<file path="src/rtl/seq_load_buffer.sv">
// Captures a sequence of player key codes into a DEPTH-entry buffer with indexed readback.
// Define SEQ_LOAD_BUFFER_EDGE_EN to capture on Access rising edges instead of levels.
module seq_load_buffer #(
  parameter int unsigned WIDTH = 4,
  parameter int unsigned DEPTH = 8,
  parameter int unsigned IDX_W = 3
) (
  input  logic             Clk,
  input  logic             Rst,
  input  logic [WIDTH-1:0] Input,
  input  logic             Allow,
  input  logic             Access,
  input  logic [IDX_W-1:0] RdIdx,
  output logic [WIDTH-1:0] Output,
  output logic [WIDTH-1:0] RdData,
  output logic [IDX_W:0]   Count,
  output logic             Full,
  output logic             Overflow,
  output logic             Loaded
);

  localparam int unsigned CNT_W = IDX_W + 1;

  logic [WIDTH-1:0] mem_q [DEPTH];
  logic [WIDTH-1:0] mem_d [DEPTH];
  logic [WIDTH-1:0] output_q, output_d;
  logic [CNT_W-1:0] count_q, count_d;
  logic             overflow_q, overflow_d;
  logic             loaded_q, loaded_d;
  logic             capture_c;
  logic             full_c;

`ifdef SEQ_LOAD_BUFFER_EDGE_EN
  // Access history sampled every cycle, independent of the load window.
  logic access_dly_q;

  always_ff @(posedge Clk or negedge Rst) begin
    if (!Rst) access_dly_q <= 1'b0;
    else      access_dly_q <= Access;
  end

  assign capture_c = Access & ~access_dly_q;
`else
  assign capture_c = Access;
`endif

  assign full_c = (count_q == CNT_W'(DEPTH));

  // Clear outranks capture; a capture while full only flags overflow.
  always_comb begin
    mem_d      = mem_q;
    output_d   = output_q;
    count_d    = count_q;
    overflow_d = overflow_q;
    loaded_d   = 1'b0;
    if (!Allow) begin
      for (int i = 0; i < int'(DEPTH); i++) mem_d[i] = '0;
      output_d   = '0;
      count_d    = '0;
      overflow_d = 1'b0;
    end else if (capture_c) begin
      if (!full_c) begin
        for (int i = 0; i < int'(DEPTH); i++) begin
          if (count_q == CNT_W'(i)) mem_d[i] = Input;
        end
        output_d = Input;
        count_d  = count_q + CNT_W'(1);
        loaded_d = 1'b1;
      end else begin
        overflow_d = 1'b1;
      end
    end
  end

  always_ff @(posedge Clk or negedge Rst) begin
    if (!Rst) begin
      for (int i = 0; i < int'(DEPTH); i++) mem_q[i] <= '0;
      output_q   <= '0;
      count_q    <= '0;
      overflow_q <= 1'b0;
      loaded_q   <= 1'b0;
    end else begin
      for (int i = 0; i < int'(DEPTH); i++) mem_q[i] <= mem_d[i];
      output_q   <= output_d;
      count_q    <= count_d;
      overflow_q <= overflow_d;
      loaded_q   <= loaded_d;
    end
  end

  // Out-of-range indices read as zero.
  always_comb begin
    RdData = '0;
    for (int i = 0; i < int'(DEPTH); i++) begin
      if (RdIdx == IDX_W'(i)) RdData = mem_q[i];
    end
  end

  assign Output   = output_q;
  assign Count    = count_q;
  assign Full     = full_c;
  assign Overflow = overflow_q;
  assign Loaded   = loaded_q;

endmodule

</file>
<file path="config.mk">
export PLATFORM = sky130hd
export DESIGN_NAME = seq_load_buffer
export DESIGN_NICKNAME = d
export VERILOG_FILES = /design/src/rtl/seq_load_buffer.sv
export SDC_FILE = /design/constraint.sdc
export NUM_CORES = 1
export LEC_CHECK = 0
export CAP_MARGIN = 10
export CELL_PAD_IN_SITES_DETAIL_PLACEMENT = 2
export CELL_PAD_IN_SITES_GLOBAL_PLACEMENT = 2
export CORE_MARGIN = 2
export CORE_UTILIZATION = 39
export CTS_BUF_LIST = sky130_fd_sc_hd__clkbuf_8
export CTS_CLUSTER_DIAMETER = 80
export DETAILED_ROUTE_END_ITERATION = 8
export DONT_BUFFER_PORTS = 1
export GPL_TIMING_DRIVEN = 0
export PLACE_DENSITY = 0.78
export SYNTH_ARGS = -nofsm -noshare
export SYNTH_HDL_FRONTEND = slang
export SYNTH_SLANG_ARGS = --single-unit
</file>
<file path="constraint.sdc">
create_clock -name Clk -period 1.5 [get_ports Clk]
set_input_delay 0.075 -clock Clk [delete_from_list [all_inputs] [get_ports Clk]]
set_output_delay 0.075 -clock Clk [all_outputs]
set_load 0.005 [all_outputs]
</file>
### After elaboration in Yosys (flattened, before gate mapping)

Cells that the tools add are included.

* add/sub/neg operators: 1
* divide/modulo/power cells: 0
* $mul: 0
* bitwise logic cells: 0
* shift operators: 0
* order comparisons: 0
* eq/ne operators: 26
* multiplexer cells: 31
* reductions and logical operators: 12

Operators with widths (number)
* 32-bit two-way mux: 3
* 4-bit two-way mux: 22
* 3-bit AND reduction: 8
* 2-bit by 1-bit != test with 1-bit output, second input constant: 10
* 4-bit by 3-bit equality test with 1-bit output, second input constant: 4
* 3-bit equality test, second input constant: 4
* 4-bit by 2-bit equality test with 1-bit output, second input constant: 2
* 3-bit by 2-bit equality test with 1-bit output, second input constant: 2
* 1-bit two-way mux: 6
* 4-bit by 1-bit adder with 4-bit output, second input constant: 1
* 4-bit by 1-bit equality test with 1-bit output, second input constant: 1
* 4-bit equality test, second input constant: 1
* 4-bit zero test: 1
* 2-bit AND reduction: 2
* 3-bit by 1-bit equality test with 1-bit output, second input constant: 1
* 3-bit zero test: 1
* 2-bit != test, second input constant: 1

* latch bits: 0
* RAM bits: 0
* bits in read-only memories: 0
* memories kept: 0
* input bits: 11
* flip-flop bits (word level): 42

### Logic depth before layout (Yosys ltp)

* word-level depth: 9
* depth in mapped cells: 6
* gate-level depth less buffers: 6

### Worst setup path after synthesis

No wires, ideal clock.

* path kind: reg2reg
* start point: reg count_q[0] (netlist: Count[0])
* end point: reg mem_q[29] (netlist name)
* library setup time: 0.132 ns
* path slack: -0.059 ns
* period minus slack after synthesis: 1.559 ns
* required time: 1.368 ns
* cell stages (with the launch flop): 7
* buffers on the path: 1
* arrival: 1.427 ns
* cells stage by stage: dfrtp_1 -> inv_1 -> ha_1 -> nor4bb_1 -> clkbuf_2 -> mux2i_1 -> nor2_1

* word-level cells in the longest chain between the ends: 3

Ends and longest elaborated chain
* from (decl): RTL line 27 `logic [CNT_W-1:0] count_q, count_d;`
* from (signal assigned): RTL line 85 `count_q <= count_d;`
* 4-bit equality test / 4-bit zero test (equally long branches): RTL line 47, 64
* 2-bit != test (no line) / 2-bit by 1-bit != test with 1-bit output (equally long branches)
* 3-bit AND reduction (no line) *
* to (decl): RTL line 24 `logic [WIDTH-1:0] mem_q [DEPTH];`

Every way passes the cells marked *; elsewhere a longest branch is shown, timed or not.
A chain may end at the register's enable or synchronous reset.

### Final worst setup path

* start point: reg count_q[1] (netlist: Count[1])
* end point: reg mem_q[25] (netlist name)

* word-level cells in the longest chain between the ends: 3

Ends and longest elaborated chain (RTL line)
* 4-bit by 1-bit equality test with 1-bit output / 4-bit equality test (equally long branches): 64, 47
* 2-bit by 1-bit != test with 1-bit output (no line) / 2-bit != test (equally long branches)
* 3-bit AND reduction (no line) *

Marked as above.

==> impl_metrics.env <==
export IMPL_grt_pass1_wl_mm=10.4
export IMPL_critPathTopFamily="flip-flops"
export IMPL_synthTopCellsByCount="dfrtp_1 (42), nor2_1 (35), mux2i_1 (32), clkbuf_1 (10)"
export IMPL_core_area_um2=5440
export IMPL_wl_per_cell_um=24.1
export IMPL_die_y_um=78.4
export IMPL_ant_nets=0
export IMPL_rsz0062_at_grt="true"
export IMPL_fin_ws_ns=-0.122
export IMPL_setup_viol=24
export IMPL_synth_area_um2=2160
export IMPL_numClockSinks=42
export IMPL_dr_pass1_iters=4
export IMPL_grt_pass1_vias=1854
export IMPL_synthTopCellsByArea="dfrtp_1 (49%), mux2i_1 (15%), nor2_1 (6.1%)"
export IMPL_syn_instance_count=190
export IMPL_synth_edff_count=0
export IMPL_cts_htree_levels=2
export IMPL_dp_slack_ns=-0.209
export IMPL_place_hpwl_mm=4.27
export IMPL_report_power_total_mw=2.33
export IMPL_worstHoldPathType="in -> reg"
export IMPL_r2r_end="mem_q[25]"
export IMPL_syn_nets=205
export IMPL_whs_path_depth=3
export IMPL_clock_fmax_mhz=617
export IMPL_initial_core_util=0.397
export IMPL_fin_skew_ns=0.00708
export IMPL_dieWidth_um=78.4
export IMPL_cts_max_path_buffers=2
export IMPL_grt_overflow=0
export IMPL_vias_per_cell=5.57
export IMPL_gp_congestion=0.748
export IMPL_antenna_cells=0
export IMPL_end_kind="register"
export IMPL_clk_pin_slew_worst_paths_ns=0.08
export IMPL_critPathRequiredTime_ns=1.66
export IMPL_grt_use_total=0.230
export IMPL_synthArstFlopShare=1.00
export IMPL_wirelength_mm=6.95
export IMPL_ys_ff_latch=42
export IMPL_slowest_stage="dfrtp_2"
export IMPL_antenna_found_initial=0
export IMPL_vias=1604
export IMPL_reg2reg_depth=5
export IMPL_endpoint="mem_q[25]"
export IMPL_period_share=1.08
export IMPL_synth_top_area_cell="dfrtp_1"
export IMPL_tritoncts="built"
export IMPL_p_leak_nw=1.24
export IMPL_critPathKind="reg -> reg"
export IMPL_critPathBufInv=1
export IMPL_num_io_pins=26
export IMPL_finalCriticalPeriod_ns=1.62
export IMPL_area_delta_synth_final_pct=22.4
export IMPL_fin_tns_setup_ns=-1.15
export IMPL_synth_cell_types=31
export IMPL_seq_area_frac_synth=0.487
export IMPL_drt_iter0_markers=96
export IMPL_worstSetupStartpoint="Count[1]"
export IMPL_violations="negative setup slack"
export IMPL_peakVddDrop_uv=438
export IMPL_reg2reg_slack_ns=-0.12
export IMPL_p_per_area_nw_per_um2=884
export IMPL_critical_path_peak_fanout=6
export IMPL_cp_start_kind="register"
export IMPL_worst_pin_slew_ns=0.629
export IMPL_reg2reg_from="Count[1]"
export IMPL_finalMaxSlewViolations=0
export IMPL_crit_arrival_ns=1.78
export IMPL_clkLatencyLatePin_ns=0.30
export IMPL_dieArea_um2=6140
export IMPL_clock_root_buffer="clkbuf_8"
export IMPL_path_cells="inv_2, ha_2, and4bb_4, mux2i_1, nor2_1"
export IMPL_layout_nets=230
export IMPL_cp_slowest_stage_delay_ns=0.48
export IMPL_grt_max_degree=43
export IMPL_synth_warning_count=0
export IMPL_layout_drive_gt1_share=0.282
export IMPL_drv_cap=0
export IMPL_maxSlewHeadroom=0.581
export IMPL_rows=27
export IMPL_io_buffers=0
export IMPL_syn_area_per_cell_um2=11.4
export IMPL_cts_buffers_inserted=5
export IMPL_synthFlopType="dfrtp_1"
export IMPL_run_status="complete, but fails checks"
export IMPL_hold_violations=0
export IMPL_yosysTopAreaCellShare=0.487
export IMPL_synthMostInstantiatedCell="dfrtp_1"
export IMPL_cp_depth=5
export IMPL_drc=0
## timing repair
| item | in CTS | in global routing |
|---|---|---|
| endpoints found under the setup margin | 36 | 31 |
| endpoints found under the hold margin | 44 | 0 |
| gates resized for setup | 18 | 16 |
| pin swaps | 2 | 3 |
| hold buffers | 3 | 0 |
| cloned | 0 | 0 |
| setup buffers | 11 | 5 |
## layout make-up
class | count | area [um^2]
Buffer | 18 | 116
Clock buffer | 8 | 110
Fill cell | 556 | 2800
Inverter | 6 | 27.5
Multi-Input combinational cell | 123 | 1070
Sequential cell | 42 | 1050
Tap cell | 72 | 90.1
Timing Repair Buffer | 19 | 168
## how the worst min path moves through the flow
stage | startpoint | to | slack (ns)
floorplan | Rst | Count[0] | -0.22
detailed placement | Rst | mem_q[4] | -0.22
global placement | Rst | Count[3] | -0.22
global route | Input[1] | Output[1] | 0.27
CTS | Input[1] | Output[1] | 0.24
finish | Input[1] | Output[1] | 0.23
## where the power goes
part           internal [mW]  switching [mW]
Combinational          0.114           0.161
Sequential              1.16          0.0244
Clock                  0.465           0.412
## sequential cells by signal (all words and copies together), names as in the netlist
| signal | cells |
|---|---|
| Count | 4 |
| Loaded | 1 |
| Output | 4 |
| Overflow | 1 |
| mem_q | 32 |
## routing by layer
metal | global-route usage | part of all wire
met1 | 0.274 | 0.41
met2 | 0.431 | 0.55
met3 | 0.0402 | 0.026
met4 | 0.0474 | 0.0076
met5 | 0 | 0
## cell families after synthesis
group | after synthesis | synth area share
fa+ha+maj | 4 | 0.0232
xor+xnor | 1 | 0.00406
flops | 42 | 0.487
mux | 42 | 0.242
simple gates | 56 | 0.137
compound gates | 20 | 0.0499
buf+inv | 25 | 0.0568
## placed cells by master, fill, tap and decap left out, types with 2 or more instances in the layout
cell type / n
mux2_4: 2
buf_6: 3
clkbuf_1: 10
nand4b_1: 4
nor2_1: 35
buf_4: 17
mux4_2: 7
nand3_1: 6
clkbuf_8: 10
dlygate4sd3_1: 2
dfrtp_1: 39
dfrtp_2: 3
a21oi_1: 9
buf_2: 2
ha_4: 2
mux2i_2: 2
inv_1: 2
nor4bb_4: 3
ha_2: 2
mux2i_1: 30
o21ai_0: 9
inv_4: 2
## worst register-to-register path: stages (launching register included)
cell and delay [ns]:
dfrtp_2 0.48, inv_2 0.11, ha_2 0.23, and4bb_4 0.32, mux2i_1 0.24, nor2_1 0.09
## metrics by stage
step	utilization	cells	area [um^2]	hold WS, ns
after floorplan	-	190	2160	-0.221
after global placement	0.414	262	2250	-0.219
after detailed placement	0.414	262	2250	-0.219
after CTS	0.468	283	2550	0.239
after global routing	0.486	288	2640	0.269
final	0.486	288	2640	0.235
Note: power is estimated with default switching activity, not from simulation.
